===== src/rtl/paint_overlay_if.sv =====
// rtl/paint_overlay_if.sv - pixel request/response bundle between canvas/driver side and the overlay
interface paint_overlay_if #(
  parameter int WIDTH       = 640,
  parameter int HEIGHT      = 480,
  parameter int COLOR_WIDTH = 3
);
  localparam int XW = $clog2(WIDTH);
  localparam int YW = $clog2(HEIGHT);

  logic                   toggle;
  logic [XW-1:0]          cursor_x;
  logic [YW-1:0]          cursor_y;
  logic [XW-1:0]          request_x;
  logic [YW-1:0]          request_y;
  logic                   cursor_visible;
  logic [COLOR_WIDTH-1:0] canvas1_color;
  logic [COLOR_WIDTH-1:0] canvas2_color;
  logic [COLOR_WIDTH-1:0] canvas3_color;
  logic [COLOR_WIDTH-1:0] canvas4_color;
  logic                   canvas1_visible;
  logic                   canvas2_visible;
  logic                   canvas3_visible;
  logic                   canvas4_visible;
  logic [7:0]             camera_r;
  logic [7:0]             camera_g;
  logic [7:0]             camera_b;
  logic [COLOR_WIDTH-1:0] current_color;
  logic [7:0]             render_r;
  logic [7:0]             render_g;
  logic [7:0]             render_b;

  modport master (
    output toggle, cursor_x, cursor_y, request_x, request_y, cursor_visible,
           canvas1_color, canvas2_color, canvas3_color, canvas4_color,
           canvas1_visible, canvas2_visible, canvas3_visible, canvas4_visible,
           camera_r, camera_g, camera_b,
    input  current_color, render_r, render_g, render_b
  );

  modport slave (
    input  toggle, cursor_x, cursor_y, request_x, request_y, cursor_visible,
           canvas1_color, canvas2_color, canvas3_color, canvas4_color,
           canvas1_visible, canvas2_visible, canvas3_visible, canvas4_visible,
           camera_r, camera_g, camera_b,
    output current_color, render_r, render_g, render_b
  );
endinterface


===== src/rtl/paint_overlay.sv =====
// rtl/paint_overlay.sv - brush color selector, registered crosshair hit test and layer compositor
module paint_overlay #(
  parameter int WIDTH         = 640,
  parameter int HEIGHT        = 480,
  parameter int CURSOR_RADIUS = 3,
  parameter int COLOR_WIDTH   = 3
) (
  input  logic                 clk,
  input  logic                 reset,
  paint_overlay_if.slave       bus
);
  localparam int XW = $clog2(WIDTH);
  localparam int YW = $clog2(HEIGHT);
  localparam logic [COLOR_WIDTH-1:0] COLOR_NONE  = '0;
  localparam logic [COLOR_WIDTH-1:0] COLOR_FIRST = COLOR_WIDTH'(1);
  localparam logic [COLOR_WIDTH-1:0] COLOR_LAST  = COLOR_WIDTH'(7);
  localparam logic [XW+1:0] RADIUS_X = (XW+2)'(CURSOR_RADIUS);
  localparam logic [YW+1:0] RADIUS_Y = (YW+2)'(CURSOR_RADIUS);

  logic                   prev_toggle;
  logic [COLOR_WIDTH-1:0] current_color;
  logic [COLOR_WIDTH-1:0] cursor_color;

  logic signed [XW+1:0] dx;
  logic signed [YW+1:0] dy;
  logic [XW+1:0]        abs_dx;
  logic [YW+1:0]        abs_dy;
  logic                 hit;

  // Two guard bits keep the differences signed and non-wrapping, so arms clip at screen edges.
  always_comb begin
    dx     = $signed({2'b00, bus.request_x}) - $signed({2'b00, bus.cursor_x});
    dy     = $signed({2'b00, bus.request_y}) - $signed({2'b00, bus.cursor_y});
    abs_dx = (dx < 0) ? -dx : dx;
    abs_dy = (dy < 0) ? -dy : dy;
    hit    = ((dx == 0) && (abs_dy <= RADIUS_Y)) ||
             ((dy == 0) && (abs_dx <= RADIUS_X));
  end

  // prev_toggle tracks the button even in reset so a held button does not advance afterwards.
  always_ff @(posedge clk) begin
    if (reset) begin
      prev_toggle   <= bus.toggle;
      current_color <= COLOR_FIRST;
      cursor_color  <= COLOR_NONE;
    end else begin
      prev_toggle  <= bus.toggle;
      cursor_color <= hit ? current_color : COLOR_NONE;
      if (bus.toggle && !prev_toggle)
        current_color <= (current_color == COLOR_LAST) ? COLOR_FIRST : current_color + COLOR_FIRST;
    end
  end

  function automatic logic [23:0] palette(input logic [COLOR_WIDTH-1:0] idx);
    case (idx)
      COLOR_WIDTH'(1): return 24'h000000;
      COLOR_WIDTH'(2): return 24'hFFFFFF;
      COLOR_WIDTH'(3): return 24'hFF0000;
      COLOR_WIDTH'(4): return 24'h00FF00;
      COLOR_WIDTH'(5): return 24'h0000FF;
      COLOR_WIDTH'(6): return 24'hFFFF00;
      COLOR_WIDTH'(7): return 24'h00FFFF;
      default:         return 24'h000000;
    endcase
  endfunction

  logic [COLOR_WIDTH-1:0] sel;
  logic                   use_camera;
  logic [23:0]            rgb;

  always_comb begin
    sel        = COLOR_NONE;
    use_camera = 1'b0;
    if (bus.cursor_visible && cursor_color != COLOR_NONE)
      sel = cursor_color;
    else if (bus.canvas4_visible && bus.canvas4_color != COLOR_NONE)
      sel = bus.canvas4_color;
    else if (bus.canvas3_visible && bus.canvas3_color != COLOR_NONE)
      sel = bus.canvas3_color;
    else if (bus.canvas2_visible && bus.canvas2_color != COLOR_NONE)
      sel = bus.canvas2_color;
    else if (bus.canvas1_visible && bus.canvas1_color != COLOR_NONE)
      sel = bus.canvas1_color;
    else
      use_camera = 1'b1;
    rgb = use_camera ? {bus.camera_r, bus.camera_g, bus.camera_b} : palette(sel);
  end

  assign bus.current_color = current_color;
  assign bus.render_r      = rgb[23:16];
  assign bus.render_g      = rgb[15:8];
  assign bus.render_b      = rgb[7:0];
endmodule


===== src/flat_wrapper.sv =====
// flat-port wrapper written by rule: the top's interface ports become plain ports
module paint_overlay_flat 
#(
  parameter int WIDTH         = 640,
  parameter int HEIGHT        = 480,
  parameter int CURSOR_RADIUS = 3,
  parameter int COLOR_WIDTH   = 3
)
  (clk, reset, bus_toggle, bus_cursor_x, bus_cursor_y, bus_request_x, bus_request_y, bus_cursor_visible, bus_canvas1_color, bus_canvas2_color, bus_canvas3_color, bus_canvas4_color, bus_canvas1_visible, bus_canvas2_visible, bus_canvas3_visible, bus_canvas4_visible, bus_camera_r, bus_camera_g, bus_camera_b, bus_current_color, bus_render_r, bus_render_g, bus_render_b);
  paint_overlay_if #(.WIDTH(WIDTH), .HEIGHT(HEIGHT), .COLOR_WIDTH(COLOR_WIDTH)) bus_i ();
  input  logic clk;
  input  logic reset;
  input wire logic [$bits(bus_i.toggle)-1:0] bus_toggle;
  input wire logic [$bits(bus_i.cursor_x)-1:0] bus_cursor_x;
  input wire logic [$bits(bus_i.cursor_y)-1:0] bus_cursor_y;
  input wire logic [$bits(bus_i.request_x)-1:0] bus_request_x;
  input wire logic [$bits(bus_i.request_y)-1:0] bus_request_y;
  input wire logic [$bits(bus_i.cursor_visible)-1:0] bus_cursor_visible;
  input wire logic [$bits(bus_i.canvas1_color)-1:0] bus_canvas1_color;
  input wire logic [$bits(bus_i.canvas2_color)-1:0] bus_canvas2_color;
  input wire logic [$bits(bus_i.canvas3_color)-1:0] bus_canvas3_color;
  input wire logic [$bits(bus_i.canvas4_color)-1:0] bus_canvas4_color;
  input wire logic [$bits(bus_i.canvas1_visible)-1:0] bus_canvas1_visible;
  input wire logic [$bits(bus_i.canvas2_visible)-1:0] bus_canvas2_visible;
  input wire logic [$bits(bus_i.canvas3_visible)-1:0] bus_canvas3_visible;
  input wire logic [$bits(bus_i.canvas4_visible)-1:0] bus_canvas4_visible;
  input wire logic [$bits(bus_i.camera_r)-1:0] bus_camera_r;
  input wire logic [$bits(bus_i.camera_g)-1:0] bus_camera_g;
  input wire logic [$bits(bus_i.camera_b)-1:0] bus_camera_b;
  output wire logic [$bits(bus_i.current_color)-1:0] bus_current_color;
  output wire logic [$bits(bus_i.render_r)-1:0] bus_render_r;
  output wire logic [$bits(bus_i.render_g)-1:0] bus_render_g;
  output wire logic [$bits(bus_i.render_b)-1:0] bus_render_b;
  assign bus_i.toggle = bus_toggle;
  assign bus_i.cursor_x = bus_cursor_x;
  assign bus_i.cursor_y = bus_cursor_y;
  assign bus_i.request_x = bus_request_x;
  assign bus_i.request_y = bus_request_y;
  assign bus_i.cursor_visible = bus_cursor_visible;
  assign bus_i.canvas1_color = bus_canvas1_color;
  assign bus_i.canvas2_color = bus_canvas2_color;
  assign bus_i.canvas3_color = bus_canvas3_color;
  assign bus_i.canvas4_color = bus_canvas4_color;
  assign bus_i.canvas1_visible = bus_canvas1_visible;
  assign bus_i.canvas2_visible = bus_canvas2_visible;
  assign bus_i.canvas3_visible = bus_canvas3_visible;
  assign bus_i.canvas4_visible = bus_canvas4_visible;
  assign bus_i.camera_r = bus_camera_r;
  assign bus_i.camera_g = bus_camera_g;
  assign bus_i.camera_b = bus_camera_b;
  assign bus_current_color = bus_i.current_color;
  assign bus_render_r = bus_i.render_r;
  assign bus_render_g = bus_i.render_g;
  assign bus_render_b = bus_i.render_b;
  paint_overlay #(.WIDTH(WIDTH), .HEIGHT(HEIGHT), .CURSOR_RADIUS(CURSOR_RADIUS), .COLOR_WIDTH(COLOR_WIDTH)) u_core (.clk(clk), .reset(reset), .bus(bus_i));
endmodule

===== config.mk =====
export PLATFORM = sky130hd
export DESIGN_NAME = paint_overlay_flat
export DESIGN_NICKNAME = d
export VERILOG_FILES = /design/src/rtl/paint_overlay_if.sv /design/src/rtl/paint_overlay.sv /design/src/flat_wrapper.sv
export SDC_FILE = /design/constraint.sdc
export NUM_CORES = 1
export LEC_CHECK = 0
export CORE_UTILIZATION = 43
export CTS_CLUSTER_DIAMETER = 60
export DETAILED_ROUTE_END_ITERATION = 10
export GPL_ROUTABILITY_DRIVEN = 0
export PLACE_DENSITY = 0.88
export SYNTH_ARGS = -nofsm -noshare
export SYNTH_HDL_FRONTEND = slang
export SYNTH_SLANG_ARGS = --single-unit

===== constraint.sdc =====
create_clock -name clk -period 5.8 [get_ports clk]
set_input_delay 0.87 -clock clk [delete_from_list [all_inputs] [get_ports clk]]
set_output_delay 0.87 -clock clk [all_outputs]
set_load 0.05 [all_outputs]

## After elaboration in Yosys (flattened, before gate mapping)

Cells that the tools add are included.

| cells by class | value |
|---|---|
| add/subtract/negate cells | 5 |
| $mul | 0 |
| divide/modulo/power cells | 0 |
| $lt $le $gt $ge | 4 |
| equal/unequal tests | 7 |
| shifts and indexed selects | 0 |
| mux-type cells | 15 |
| bitwise logic cells | 1 |
| reductions and logical operators | 18 |

Operators by type and width:

| operator | number |
|---|---|
| one-hot mux 24 bit (6 select lines) | 1 |
| logical NOT 32 bit | 2 |
| two-way mux 24 bit | 1 |
| two-way mux 3 bit | 6 |
| == test 3 bit, second input constant | 5 |
| nonzero test 3 bit | 5 |
| less-or-equal comparator 12 x 2 -> 1 bit, second input constant | 1 |
| two-way mux 12 bit | 1 |
| negator 11 -> 12 bit | 1 |
| less-or-equal comparator 11 x 2 -> 1 bit, second input constant | 1 |
| < comparator 11 x 1 -> 1 bit, second input constant | 1 |
| two-way mux 11 bit | 1 |
| negator 10 -> 11 bit | 1 |
| subtractor 10 x 10 -> 11 bit | 1 |
| < comparator 10 x 1 -> 1 bit, second input constant | 1 |
| subtractor 9 x 9 -> 10 bit | 1 |
| logical AND 1 bit | 8 |
| == test 3 x 2 -> 1 bit, second input constant | 2 |
| two-way mux 1 bit | 5 |
| adder 3 x 1 -> 3 bit, second input constant | 1 |
| OR reduction 2 bit | 1 |
| logical NOT 1 bit | 1 |
| logical OR 1 bit | 1 |
| NOT 1 bit | 1 |

| storage, ports and cells | value |
|---|---|
| register bits after elaboration | 7 |
| latch bits | 0 |
| bits in writable memories | 0 |
| ROM bits | 0 |
| output and inout port bits | 27 |
| memories | 0 |

## Longest topological paths before layout

| logic depth | value |
|---|---|
| depth in word-level cells | 10 |
| mapped depth | 12 |
| depth with buffers taken out | 12 |

## Worst setup path after synthesis

OpenSTA, ideal clock, no wires.

| timing | value |
|---|---|
| path type | input -> output |
| start | in bus_canvas4_color[1] |
| end | out bus_render_b[3] |
| arrival time | 2.533 ns |
| data required time | 4.930 ns |
| slack | 2.397 ns |
| cell stages on the path | 4 |
| cell sequence | o31a_1 -> nor4_1 -> clkbuf_1 -> a21o_1 |

| on the way | value |
|---|---|
| longest elaborated chain between the ends | 7 |
| elaborated cells on any way between the ends | 14 |
| classes of those cells | eq/ne (6); mux (6); reduce/logical (2) |

RTL lines:

| what | RTL line | text |
|---|---|---|
| start: declaration | flat_wrapper.sv:22 | `input wire logic [$bits(bus_i.canvas4_color)-1:0] bus_canvas4_color;` |
| nonzero test 3 bit | paint_overlay.sv:76 | `else if (bus.canvas4_visible && bus.canvas4_color != COLOR_NONE)` |
| logical AND 1 bit | paint_overlay.sv:76 |  |
| two-way mux 3 bit | paint_overlay.sv:76 |  |
| two-way mux 3 bit | paint_overlay.sv:74 | `if (bus.cursor_visible && cursor_color != COLOR_NONE)` |
| == test 3 bit / == test 3 x 2 -> 1 bit (equally long branches) | paint_overlay.sv:55 | `case (idx)` |
| one-hot mux 24 bit (6 select lines) | paint_overlay.sv:55 |  |
| two-way mux 24 bit * | paint_overlay.sv:86 | `rgb = use_camera ? {bus.camera_r, bus.camera_g, bus.camera_b} : palette(sel);` |
| end: declaration | flat_wrapper.sv:33 | `output wire logic [$bits(bus_i.render_b)-1:0] bus_render_b;` |

Mark *: on every way between the ends. The rest lies on a longest branch, timed or not.

## Final worst setup path

| timing | value |
|---|---|
| start | in bus_canvas2_visible |
| end | out bus_render_g[5] |

| on the way | value |
|---|---|
| longest elaborated chain between the ends | 8 |
| elaborated cells on any way between the ends | 17 |
| classes of those cells | eq/ne (6); mux (10); reduce/logical (1) |

RTL lines:

| what | RTL line | text |
|---|---|---|
| start: declaration | flat_wrapper.sv:24 | `input wire logic [$bits(bus_i.canvas2_visible)-1:0] bus_canvas2_visible;` |
| logical AND 1 bit * | paint_overlay.sv:80 | `else if (bus.canvas2_visible && bus.canvas2_color != COLOR_NONE)` |
| two-way mux 3 bit | paint_overlay.sv:80 |  |
| two-way mux 3 bit | paint_overlay.sv:78 | `else if (bus.canvas3_visible && bus.canvas3_color != COLOR_NONE)` |
| two-way mux 3 bit | paint_overlay.sv:76 |  |
| two-way mux 3 bit | paint_overlay.sv:74 |  |
| == test 3 bit / == test 3 x 2 -> 1 bit (equally long branches) | paint_overlay.sv:55 |  |
| one-hot mux 24 bit (6 select lines) | paint_overlay.sv:55 |  |
| two-way mux 24 bit * | paint_overlay.sv:86 |  |
| end: declaration | flat_wrapper.sv:32 | `output wire logic [$bits(bus_i.render_g)-1:0] bus_render_g;` |

Marks and branches as above.

==> results.md <==
* Clock tree buffer depth at 2
* Worst-path cell chain: clkdlybuf4s50_1 -> o21ai_0 -> a32oi_1 -> nor2_1 -> a21oi_1 -> o21ai_0 -> a22o_1 -> maj3_1 -> a21o_1 -> clkdlybuf4s50_1
* Final min period at 4.563 ns
* Main synth FF type: dfxtp_1
* Post-synth EDFFs at 0
* Crit share post-route at 78.68%
* Critical path launch point: bus_canvas2_visible
* Antenna diode count at 0
* WHS at 0.5090 ns
* Cell with the most instances after synthesis: a21o_1
* Crit-path leading delay family: buffers and inverters
* Synth cell count leaders: a21o_1, inv_1, ha_1, nand2_1
* Die Ht at 70.04 um
* Share of cells above drive strength 1 at 2.381%
* Max stage delay on crit path at 0.70 ns
* Final Hold Fails at 0
* Max transition margin at 64.98%
* Antenna viol nets, final at 0
* Syn Nets at 379
* Seq pwr share at 9.6%
* Crit path launch type: input pin
* Post-CTS Setup Bufs at 0
* Via density at 5.640
* Cell Area, Synth at 1991 sq um
* Number of DRC markers in iteration 0 at 98
* Post-synthesis sequential area ratio at 7.040%
* Max Clock Freq at 219.1 MHz
* TritonCTS clock tree: done
* Sw frac at 47.93%
* Pwr/cell area at 170.2 nW/um^2
* Clock Skews at 0.003308 ns
* Nets@finish at 486
* Worst path slowest cell: clkdlybuf4s50_1
* Cts repair resizes at 0
* Worst setup path endpoint: bus_render_g[5]
* DR DRC count at 0
* CP Buf/Inv Count at 2
* Core region area at 4414 sq um
* CTS sink cnt at 7
* Outcome: finished clean
* Top-area cell type share of the netlist area at 14.46%
* Layout area overhead at 58.71%
* DP HPWL at 4695 um
* Flops & latches, synth at 7
* WL final at 5571 um
* Die Width at 70.04 um
* Total track usage at 22.80%
* Crit path DAT at 3.69 ns
* CP Capture Type: output port
* Vias at 2,425
* Mapped Cells at 272
* Grt ovf at 0
* Initial antenna violation count at 0
* Psw at 0.0002578 W
* Routed len/inst at 12.96 um
* Dpl cells at 426
* Synth cell types at 58
* Critical R2R Launch: u_core.bus.current_color[0]
* Num CTS Buffers at 3
* Clock Tree Root: clkbuf_8
* Die area at 4906 sq um
* First-pass GRT wire length at 9294 um
* Final Non-Filler Cells at 430
* Syn_area_per_cell at 7.319 sq um
* First-pass DRT Iterations at 4
* Max-cap violation count at 0
* Slew @ Worst Pin at 0.5237 ns
* Layout fillers at 374
* Setup TNS at 0 ns
* Synth area leaders: ha_1, a21o_1, dfxtp_1, inv_1, nand2_1
* R2r setup slk at 4.67 ns
* IO Count at 109
* Register area at 140.1 sq um
* Post-synth ARST share at 0%
* # hold bufs at CTS at 0
* Row count at 24
* Max-slew violations at 0
* Clk_lat worst skew at 0.23 ns
* Levels on crit path at 10
* Final Setup Violations at 0
* Worst r2r path cells at 4
* Vias in the first global route at 2,259
* Largest net degree at the start of global routing at 25
* Setup CP Type: input pin to output port
* Reg-to-Reg End: u_core.bus.current_color[2]
* Worst Path Max Fanout at 8
* CTS H-tree lvls at 1
* WP data required at 4.93 ns
* Port bufs at 108
* Cell leakage power at 1.464 nW
* Combinational share of power at 77.8%
* Int Pwr at 0.0002800 W
* Clock Power Share at 12.7%
* Multi-input gate area at 1715 sq um
* Synth area leader: ha_1
* Clk slew on worst S/H paths at 0.04 ns
* Ys Warns at 0
* Initial Util at 45.10%
* Hold Path Class: register to register
* RSZ-0062 raised after global routing: false
* Peak VDD IR at 0.00007680 V
-- kinds of logic (layout without fill, tap and decap cells) --
logic type / after synthesis / count (layout) / synth area share [%]
XOR/XNOR: 14 / 14 / 6.537
flip-flops: 7 / 7 / 7.039
AO/OA/AOI/OAI: 109 / 109 / 39.79
adder cells (fa/ha/maj): 26 / 26 / 16.97
buffers and inverters: 35 / 141 / 7.102
multiplexers: 2 / 2 / 1.006
AND/OR/NAND/NOR: 79 / 79 / 21.56
-- cell type report --
type | count | area share (%)
Sequential cell | 7 | 4.436
Clock buffer | 4 | 1.426
Timing Repair Buffer | 109 | 34.46
Multi-Input combinational cell | 230 | 54.30
Tap cell | 52 | 2.059
Inverter | 28 | 3.327
-- power by group through the flow --
stage / registers, W / logic (W) / clock network (W)
global placement: 0.0000522 / 0.000410 / 0
floorplan: 0.0000564 / 0.000272 / 0
CTS: 0.0000515 / 0.000419 / 0.0000706
finish: 0.0000515 / 0.000418 / 0.0000681
detailed placement: 0.0000523 / 0.000417 / 0
global route: 0.0000518 / 0.000450 / 0.0000732
-- per-layer routing --
layer  part of all wire, %  vias up  GRT usage [%]
met2                    50       88          44.23
met1                    43     1101          25.04
met5                     0        -              0
met3                   5.7        4          2.886
li1                      -     1232              -
met4                   1.3        0          7.778
-- state kept, by name (all words and copies together) (netlist names) --
name / cells
u_core.bus.current_color: 3
u_core.cursor_color: 3
u_core.prev_toggle: 1
-- per-stage QoR --
step                      utilization, %  setup slack [ns]  instance area (sq um)  power [W]
final                              71.57             1.237                   3159  0.0005378
after global routing               71.57             1.032                   3159  0.0005749
after CTS                          71.57             1.214                   3159  0.0005410
after detailed placement           70.55             1.220                   3114  0.0004694
after global placement             70.55             1.345                   3114  0.0004621
after floorplan                        -             2.397                   1991  0.0003287
-- cell usage in the layout, fill, tap and decap left out, types with 6 or more instances in the layout --
master / Yosys / layout
inv_1: 28 / 28
nor2_1: 12 / 12
xnor2_1: 6 / 6
nand2_1: 21 / 21
a21oi_1: 13 / 13
a21o_1: 30 / 30
dfxtp_1: 7 / 7
o21ai_0: 13 / 13
nor2b_1: 7 / 7
clkdlybuf4s50_1: 0 / 108
ha_1: 23 / 23
xor2_1: 7 / 7
-- worst min-delay path by stage --
stage / from / endpoint / slack (ns) / cells past startpoint
after floorplan: u_core.prev_toggle / u_core.bus.current_color[1] / 0.57 / 3
after global placement: u_core.bus.current_color[1] / u_core.cursor_color[1] / 0.50 / 1
after detailed placement: u_core.bus.current_color[1] / u_core.cursor_color[1] / 0.51 / 1
after CTS: u_core.bus.current_color[1] / u_core.cursor_color[1] / 0.52 / 1
after global routing: u_core.bus.current_color[1] / u_core.cursor_color[1] / 0.54 / 1
final: u_core.bus.current_color[1] / u_core.cursor_color[1] / 0.51 / 1
(Power assumes the default switching activity.)
